### src/rtl/sd_init_sequencer.sv
// SPI-mode SD card bring-up sequencer: power-up clocks, CMD0, CMD55/ACMD41, CMD16,
// then single-block CMD17 reads on request. Drives the command executor one command at a time.
module sd_init_sequencer #(
    parameter int POWERUP_CYCLES = 80,
    parameter int CMD0_RETRIES   = 8,
    parameter int ACMD41_RETRIES = 255
) (
    input  logic        clk400,
    input  logic        reset,
    input  logic        readRequest,
    input  logic [22:0] blockNumber,
    input  logic        commandDone,
    input  logic [7:0]  response,
    output logic [5:0]  command,
    output logic [31:0] argument,
    output logic        startCommand,
    output logic        sdCS,
    output logic        initDone,
    output logic        initError,
    output logic        readDone,
    output logic        readError
);

    localparam int PW = (POWERUP_CYCLES > 1) ? $clog2(POWERUP_CYCLES) : 1;
    localparam logic [PW-1:0] PWR_LAST = PW'(POWERUP_CYCLES - 1);
    localparam logic [7:0] CMD0_LIMIT   = 8'(CMD0_RETRIES);
    localparam logic [7:0] ACMD41_LIMIT = 8'(ACMD41_RETRIES);

    localparam logic [5:0] CMD0   = 6'd0;
    localparam logic [5:0] CMD16  = 6'd16;
    localparam logic [5:0] CMD17  = 6'b010001;
    localparam logic [5:0] ACMD41 = 6'd41;
    localparam logic [5:0] CMD55  = 6'd55;

    localparam logic [7:0] R1_READY = 8'h00;
    localparam logic [7:0] R1_IDLE  = 8'h01;

    localparam logic [31:0] BLOCK_LEN = 32'h0000_0200;

    typedef enum logic [2:0] {
        ST_POWERUP,
        ST_ISSUE,
        ST_WAIT_LOW,
        ST_WAIT_DONE,
        ST_READY,
        ST_ERROR
    } state_t;

    state_t        state;
    logic [PW-1:0] pwr_cnt;
    logic [7:0]    cmd0_cnt;
    logic [7:0]    acmd_cnt;

    always_ff @(posedge clk400) begin
        if (!reset) begin
            state        <= ST_POWERUP;
            pwr_cnt      <= '0;
            cmd0_cnt     <= '0;
            acmd_cnt     <= '0;
            command      <= '0;
            argument     <= '0;
            startCommand <= 1'b0;
            sdCS         <= 1'b1;
            initDone     <= 1'b0;
            initError    <= 1'b0;
            readDone     <= 1'b0;
            readError    <= 1'b0;
        end else begin
            startCommand <= 1'b0;
            readDone     <= 1'b0;
            readError    <= 1'b0;

            case (state)
                ST_POWERUP: begin
                    if (pwr_cnt == PWR_LAST) begin
                        sdCS         <= 1'b0;
                        cmd0_cnt     <= '0;
                        command      <= CMD0;
                        argument     <= '0;
                        startCommand <= 1'b1;
                        state        <= ST_ISSUE;
                    end else begin
                        pwr_cnt <= pwr_cnt + PW'(1);
                    end
                end

                // commandDone is still the executor's idle flag here; it must not be read yet.
                ST_ISSUE: state <= ST_WAIT_LOW;

                ST_WAIT_LOW: begin
                    if (!commandDone) state <= ST_WAIT_DONE;
                end

                ST_WAIT_DONE: begin
                    if (commandDone) begin
                        case (command)
                            CMD0: begin
                                if (response == R1_IDLE) begin
                                    acmd_cnt     <= '0;
                                    command      <= CMD55;
                                    argument     <= '0;
                                    startCommand <= 1'b1;
                                    state        <= ST_ISSUE;
                                end else if (cmd0_cnt + 8'd1 == CMD0_LIMIT) begin
                                    initError <= 1'b1;
                                    state     <= ST_ERROR;
                                end else begin
                                    cmd0_cnt     <= cmd0_cnt + 8'd1;
                                    startCommand <= 1'b1;
                                    state        <= ST_ISSUE;
                                end
                            end
                            CMD55: begin
                                if (response == R1_IDLE || response == R1_READY) begin
                                    command      <= ACMD41;
                                    argument     <= '0;
                                    startCommand <= 1'b1;
                                    state        <= ST_ISSUE;
                                end else begin
                                    initError <= 1'b1;
                                    state     <= ST_ERROR;
                                end
                            end
                            ACMD41: begin
                                if (response == R1_READY) begin
                                    command      <= CMD16;
                                    argument     <= BLOCK_LEN;
                                    startCommand <= 1'b1;
                                    state        <= ST_ISSUE;
                                end else if (response == R1_IDLE &&
                                             acmd_cnt + 8'd1 != ACMD41_LIMIT) begin
                                    // Card still initialising: go round CMD55/ACMD41 again.
                                    acmd_cnt     <= acmd_cnt + 8'd1;
                                    command      <= CMD55;
                                    argument     <= '0;
                                    startCommand <= 1'b1;
                                    state        <= ST_ISSUE;
                                end else begin
                                    initError <= 1'b1;
                                    state     <= ST_ERROR;
                                end
                            end
                            CMD16: begin
                                if (response == R1_READY) begin
                                    initDone <= 1'b1;
                                    state    <= ST_READY;
                                end else begin
                                    initError <= 1'b1;
                                    state     <= ST_ERROR;
                                end
                            end
                            CMD17: begin
                                readDone  <= (response == R1_READY);
                                readError <= (response != R1_READY);
                                state     <= ST_READY;
                            end
                            default: begin
                                initError <= 1'b1;
                                state     <= ST_ERROR;
                            end
                        endcase
                    end
                end

                ST_READY: begin
                    if (readRequest) begin
                        command      <= CMD17;
                        argument     <= {blockNumber, 9'b0};
                        startCommand <= 1'b1;
                        state        <= ST_ISSUE;
                    end
                end

                ST_ERROR: state <= ST_ERROR;

                default: begin
                    initError <= 1'b1;
                    state     <= ST_ERROR;
                end
            endcase
        end
    end

endmodule

### config.mk
export PLATFORM = sky130hd
export DESIGN_NAME = sd_init_sequencer
export DESIGN_NICKNAME = d
export VERILOG_FILES = /design/src/rtl/sd_init_sequencer.sv
export SDC_FILE = /design/constraint.sdc
export NUM_CORES = 1
export LEC_CHECK = 0
export CAP_MARGIN = 10
export CORE_UTILIZATION = 40
export DETAILED_ROUTE_END_ITERATION = 6
export PLACE_DENSITY = 0.68
export SETUP_SLACK_MARGIN = 0.2
export SLEW_MARGIN = 20
export SYNTH_ARGS = -nofsm -noshare
export SYNTH_HDL_FRONTEND = slang
export SYNTH_SLANG_ARGS = --single-unit
### constraint.sdc
create_clock -name clk400 -period 4.52 [get_ports clk400]
set_input_delay 0.904 -clock clk400 [delete_from_list [all_inputs] [get_ports clk400]]
set_output_delay 0.904 -clock clk400 [all_outputs]
set_load 0.03 [all_outputs]
== Word level (Yosys, flattened, before mapping) ==
Index checks and enable logic that the tools add are counted.
Operators by class
  equality and inequality tests: 34
  reductions and logical operators: 19
  add/subtract/negate cells: 3
  multiplexer cells: 59
  bitwise operators: 2
Operator list (number)
  $mux 32: 7
  $pmux 32 s3: 2
  $mux 8: 8
  $mux 6: 7
  $pmux 6 s3: 2
  $pmux 8 s2: 2
  $pmux 3 s5: 2
  $mux 3: 9
  $ne 3x3->1 const B: 8
  $ne 2x2->1 const B: 10
  $add 8x1->8 const B: 2
  $mux 1: 16
  $eq 6x5->1 const B: 2
  $eq 6x6->1 const B: 2
  $reduce_and 4->1: 3
  $reduce_and 6->1: 2
  $reduce_and 9->1: 1
  $eq 8x1->1 const B: 1
  $eq 8x4->1 const B: 1
  $logic_not 8->1: 1
  $ne 8x8->1 const B: 1
  $reduce_and 8->1: 1
  $reduce_bool 8->1: 1
  $add 7x1->7 const B: 1
  other kinds (19): 25
Word-level totals
  output and inout bits: 44
  register bits: 70
  input bits: 35
  logic and storage cells: 129

== Logic depth before layout (Yosys ltp) ==
Gate-level depths: netlist of run 1.
  word-level depth: 8
  depth in mapped cells: 9
  depth with buffers taken out: 7

== Least setup slack after synthesis of run 1 ==
Ideal clock, no wire load.
  kind: input -> register
  start point: in response[5]
  end point: reg argument[10]
  setup time: 119 ps
  path slack: 2004 ps
  arrival: 2397 ps
  cell stages on the path: 8
  required time: 4401 ps
  buffers on the path: 2
  path through: or4_4 -> nor2_8 -> nand2_4 -> nor2_4 -> a31oi_1 -> buf_6 -> buf_8 -> mux2i_1
On the way
  cells in the longest elaborated chain, start to end: 5
  elaborated cells between the ends (all ways): 12
  classes of those cells: eq/ne (4); mux (4); reduce/logical (4)
RTL lines
  start, declared: line 13  | input logic [7:0] response,
  $logic_not 8->1: line 114, 125
  $mux 32: line 125  | if (response == R1_READY) begin
  $pmux 32 s3: line 96  | case (command)
  $mux 32: line 95  | if (commandDone) begin
  $pmux 32 s3: line 73  | case (state)
  end signal, assigned: line 168  | argument <= {blockNumber, 9'b0};
  end, declared: line 15  | output logic [31:0] argument,
Several ways; a longest one is shown, not always the timed one. The select of a mux whose other input is x is not followed.
A chain may end at the register's enable or synchronous reset.

== Worst setup path in the final report of run 1 ==
  start point: in response[0]
  end point: reg argument[10]
The elaborated chain is that of the path after synthesis.

==> metrics.yaml, run 1 <==
status: "completed"
core_area_um2: 7890
synth_cells: 384
whs_endpoint: "argument[20]$_SDFFE_PN0P_"
tightest_slew_ns: 0.956
drc: 0
h-tree-depth: 3
grt_max_degree: 33
cp_data_required_time_ns: 4.78
synth_compound_area_share_pct: 17.0
avgSynthCellArea_um2: 8.64
clockBufferDepth: 2
die_y_um: 93.1
synthXorXnorAreaFrac_pct: 2.37
setup_viol: 0
ys_seq_area_share_pct: 36.2
period_minus_slack_ns: 2.90
path_clk_slew_ns: 0.07
layout_common_cells: "nand2_1, clkdlybuf4s50_1, dfxtp_1"
wl_um: 7660
slowest_stage: "clkdlybuf4s50_1"
nets: 482
hold_class: "reg2reg"
ir_worst_vdd_mv: 0.168
reg2reg_to: "argument[10]$_SDFFE_PN0P_"
synthFlopType: "dfxtp_1"
mostFrequentLayoutCell: "nand2_1"
holdPathStages: 2
cts_setup_buffers: 0
numPortBuffers: 69
track_usage_pct: 19.0
n_antenna_cell: 0
hold_viol: 0
routabilityCongestion: 0.821
r2r_slack_ns: 2.03
synthAdderAreaFrac_pct: 1.88
yosys.area_share.simple_pct: 26.8
yosys.area.top_type_share_pct: 36.2
clk_latency_ns: 0.34
yosysUniqueCellTypes: 64
cpMostUsedCell: "o21ai_1"
async_flop_share_pct: 0
leakagePower_uw: 0.00166
vias: 2978
finish.utilization_pct: 53.4
period_share_pct: 64.1
io_pins: 79
dpl.hpwl_um: 5480
numCtsBuffers: 9
yosys_warnings: 0
rr_startpoint: "acmd_cnt[1]$_SDFFE_PN0P_"
grt_antenna_before_repair: 0
worstSetupPathType: "in2reg"
overflow: 0
slew_headroom_pct: 35.8
r2r_cells: 7
syn_area_um2: 3320
ys_ff_latch: 60
synthMuxAreaShare_pct: 8.74
end_kind: "flip-flop"
grt_pass1_wl_um: 13100
cpPeakStageDelay_ns: 0.56
synth_edf_count: 0
clock_skew_ns: 0.00652
max_freq_mhz: 345
cts_tree: "built"
synth_top_family_by_area: "simple AND/OR/NAND/NOR gates"
clockRootBuffer: "clkbuf_8"
start_util_pct: 42.1
final_max_slew_viol_count: 0
die-area_um2: 8670
min-delay-start: "argument[20]$_SDFFE_PN0P_"
wl_per_cell_um: 14.0
finalPower_uw: 1190
drive_gt1_share_pct: 7.40
cap_viol_max_count: 0
core.rowCount: 32
hold_buffers: 0
nFillCells: 725
start_kind: "input port"
worstPathMaxFanout: 27
drtIter0Drc: 120
fp.dieW_um: 93.1
yosysTopAreaCell: "dfxtp_1"
clock-sinks: 60
ant_nets: 0
worstPathCellList: "clkdlybuf4s50_1 > a32o_1 > o21ai_1 > o21ai_1 > a31oi_4 > buf_4 > mux2i_1"
area_growth_pct: 26.8
power.density_nw_per_um2: 282
worstPathArrival_ns: 3.16
synth_area_leaders: "dfxtp_1, mux2i_1, nand2_1"
cts_resized: 0
rsz0062_at_grt: "false"
viasPerCell: 5.43
timing.setup.tns_ns: 0
grt_pass1_vias: 2768
first_pass_iters: 4
## cell families (layout without fill, tap and decap cells)
family	count (synthesis)	in the layout
AO/OA/AOI/OAI	74	74
XOR/XNOR	9	9
adder cells (fa/ha/maj)	5	5
buffers and inverters	37	91
flip-flops	60	60
multiplexers	29	29
other	1	9
AND/OR/NAND/NOR	169	169
## registers in the layout, summed over array words and instances, names as in the netlist
signal and cells:
readError 1, readDone 1, sdCS 1, cmd0_cnt 8, initDone 1, pwr_cnt 7
acmd_cnt 8, initError 1, state 3, argument 23, startCommand 1, command 5
## through the flow
| step | hold slack, ns | std cells | setup WS [ns] | area [um2] |
|---|---|---|---|---|
| 6_report | 0.457 | 548 | 1.62 | 4210 |
| 5_1_grt | 0.486 | 548 | 1.47 | 4210 |
| 4_1_cts | 0.461 | 548 | 1.65 | 4210 |
| 3_5_place_dp | 0.451 | 533 | 1.31 | 3990 |
| 3_3_place_gp | 0.444 | 533 | 1.35 | 3990 |
| 2_1_floorplan | 0.462 | 392 | 2.00 | 3350 |
## cell usage after synthesis (8+ instances only)
cell	n
a21oi_1	8
nor2_1	8
clkbuf_1	12
and2_1	8
and3_1	10
nor3_1	10
nand3_1	17
mux2i_1	29
dfxtp_1	60
buf_4	12
nand2_1	77
## routing by layer
layer	part of all wire (%)	GRT usage, %	vias up
met5	0	0	-
met4	1.8	7.82	0
met3	3.7	4.31	14
met2	47	30.5	67
met1	48	24.4	1400
li1	-	-	1497
## critical path: cells and delay by family
family                 cells  cell delay (ns)
buffers and inverters      2             0.99
multiplexers               1             0.24
AO/OA/AOI/OAI              4             1.01
## layout make-up
| type | instances | area, um2 | share of cell area, % |
|---|---|---|---|
| repair buffers | 71 | 701 | 16.6 |
| multi-input cells | 295 | 1940 | 46.0 |
| well taps | 102 | 128 | 3.03 |
| flip-flops and latches | 60 | 1200 | 28.5 |
| clock buffers | 11 | 151 | 3.60 |
| clock inverters | 4 | 72.6 | 1.72 |
| inverters | 5 | 18.8 | 0.446 |
## worst max-delay path by stage
stage / start / end / slack (ns) / depth (start not counted)
global placement: response[0] / argument[21]$_SDFFE_PN0P_ / 1.35 / 7
detailed placement: response[0] / argument[10]$_SDFFE_PN0P_ / 1.31 / 7
finish: response[0] / argument[10]$_SDFFE_PN0P_ / 1.62 / 7
CTS: response[0] / argument[10]$_SDFFE_PN0P_ / 1.65 / 7
global route: response[0] / argument[25]$_SDFFE_PN0P_ / 1.47 / 7
floorplan: response[5] / argument[10]$_SDFFE_PN0P_ / 2.00 / 8
## power breakdown
| part | total [uW] | internal, uW | switching (uW) |
|---|---|---|---|
| sequential | 550 | 537 | 13.5 |
| clock | 546 | 336 | 210 |
| combinational | 89.6 | 45.2 | 44.5 |
| total | 1190 | 918 | 268 |
Note: power is estimated with default switching activity, not from simulation.
==> run 2, diff against run 1 <==
==> constraint.sdc (replaced) <==
create_clock -name clk400 -period 2.9 [get_ports clk400]
set_input_delay 0.58 -clock clk400 [delete_from_list [all_inputs] [get_ports clk400]]
set_output_delay 0.58 -clock clk400 [all_outputs]
set_load 0.03 [all_outputs]
==> run 2 against run 1 <==
  * Clock skew increased by 0.0013 ns
  * Non-clock buffer count increased by 6
  * Via count increased by 0.40%
  * Final cell count increased by 1.3%
  * Combinational power increased by 57%
  * Count of clock-buffer cells in the layout decreased by 1
  * Wire length increased by 3.4%
  * Critical path type unchanged
  * Clock power increased by 71%
  * Sequential power increased by 56%
==> metrics.yaml, run 2 (same netlist as run 1, synthesis figures left out) <==
cap_viol_max_count: 0
numCtsBuffers: 9
ant_nets: 0
grt_pass1_vias: 2804
clk_latency_ns: 0.35
clockBufferDepth: 2
wl_per_cell_um: 14.3
clock_skew_ns: 0.00787
power.density_nw_per_um2: 451
end_kind: "flip-flop"
hold_viol: 0
leakagePower_uw: 0.00170
n_antenna_cell: 0
overflow: 0
status: "completed"
max_freq_mhz: 421
grt_max_degree: 33
worstPathArrival_ns: 2.67
period_minus_slack_ns: 2.37
grt_antenna_before_repair: 0
numPortBuffers: 69
wl_um: 7920
period_share_pct: 81.9
viasPerCell: 5.39
rr_startpoint: "pwr_cnt[0]$_SDFFE_PN0P_"
die-area_um2: 8670
finalPower_uw: 1930
first_pass_iters: 4
largest_register_ffs: 23
track_usage_pct: 19.0
cts_resized: 0
clock-sinks: 60
drtIter0Drc: 133
nets: 488
hold_buffers: 0
path_clk_slew_ns: 0.07
start_util_pct: 42.1
dpl.hpwl_um: 5630
clockRootBuffer: "clkbuf_8"
die_y_um: 93.1
drive_gt1_share_pct: 8.61
h-tree-depth: 3
hold_class: "reg2reg"
core_area_um2: 7890
ir_worst_vdd_mv: 0.231
worstSetupPathType: "in2reg"
setup_viol: 0
timing.setup.tns_ns: 0
start_kind: "input port"
slew_headroom_pct: 48.6
tightest_slew_ns: 0.770
largest_registers: "argument (23), acmd_cnt (8), cmd0_cnt (8)"
layout_common_cells: "nand2_1, clkdlybuf4s50_1, dfxtp_1"
area_growth_pct: 29.0
fp.dieW_um: 93.1
cts_tree: "built"
drc: 0
cp_data_required_time_ns: 3.19
cts_setup_buffers: 0
startpoint: "response[5]"
io_pins: 79
final_max_slew_viol_count: 0
routabilityCongestion: 0.793
vias: 2990
min-delay-start: "argument[21]$_SDFFE_PN0P_"
core.rowCount: 32
top_register: "argument"
grt_pass1_wl_um: 13100
mostFrequentLayoutCell: "nand2_1"
rsz0062_at_grt: "false"
nFillCells: 709
worstPathMaxFanout: 8
run 2: cell types whose count changed in the layout (fill, tap and decap cells not counted):
cell / change
clkinv_4: +2
buf_12: +1
clkinvlp_4: -1
bufinv_16: +1
buf_4: +5
clkbuf_8: -2
clkbuf_1: +1
run 2: final cells by class:
cell class | instances | area (um2) | share of cell area [%]
clock inverter | 6 | 113 | 2.63
inverter | 5 | 18.8 | 0.438
clock buffer | 10 | 128 | 2.98
tap | 102 | 128 | 2.98
multi-input combinational | 295 | 1940 | 45.2
timing repair buffer | 77 | 758 | 17.7
sequential | 60 | 1200 | 28.0
run 2: through the flow:
stage / hold WS (ns) / utilization (%) / cells / instance area (um2) / setup slack (ns)
2_1_floorplan: 0.462 / - / 392 / 3350 / 0.708
3_3_place_gp: 0.444 / 51.3 / 539 / 4040 / 0.213
3_5_place_dp: 0.453 / 51.3 / 539 / 4040 / 0.173
4_1_cts: 0.464 / 54.3 / 555 / 4280 / 0.532
5_1_grt: 0.481 / 54.3 / 555 / 4280 / 0.375
6_report: 0.460 / 54.3 / 555 / 4280 / 0.525
run 2: power by group:
| part | leakage (uW) | switching (uW) | internal, uW |
|---|---|---|---|
| combinational | 0.00110 | 69.8 | 71.3 |
| sequential | 0.000484 | 21.2 | 836 |
| clock | 0.000120 | 362 | 573 |
| total | 0.00170 | 453 | 1480 |
run 2: path summary, 6_finish.rpt:
path                                                   to  slack (ns)  depth (start not counted)
worst max-delay path             acmd_cnt[4]$_SDFFE_PN0P_        0.53                          8
worst min register to register  argument[21]$_SDFFE_PN0P_        0.46                          2
worst max register to register   cmd0_cnt[3]$_SDFFE_PN0P_        0.57                          7
worst min-delay path            argument[21]$_SDFFE_PN0P_        0.46                          2
run 2: critical path, cell delays in order:
cell	delay, ns
clkdlybuf4s50_1	0.39
or4_4	0.59
nor2_8	0.18
nand2_4	0.10
nor2_4	0.14
buf_4	0.16
and4_1	0.34
a31o_2	0.19
run 2: per-layer routing:
metal | vias to the layer above | wire, um | GRT usage (%)
li1 | 1502 | - | -
met1 | 1407 | 3720 | 24.2
met5 | - | 0 | 0
met3 | 10 | 317 | 3.66
met4 | 0 | 121 | 8.08
met2 | 71 | 3770 | 31.3
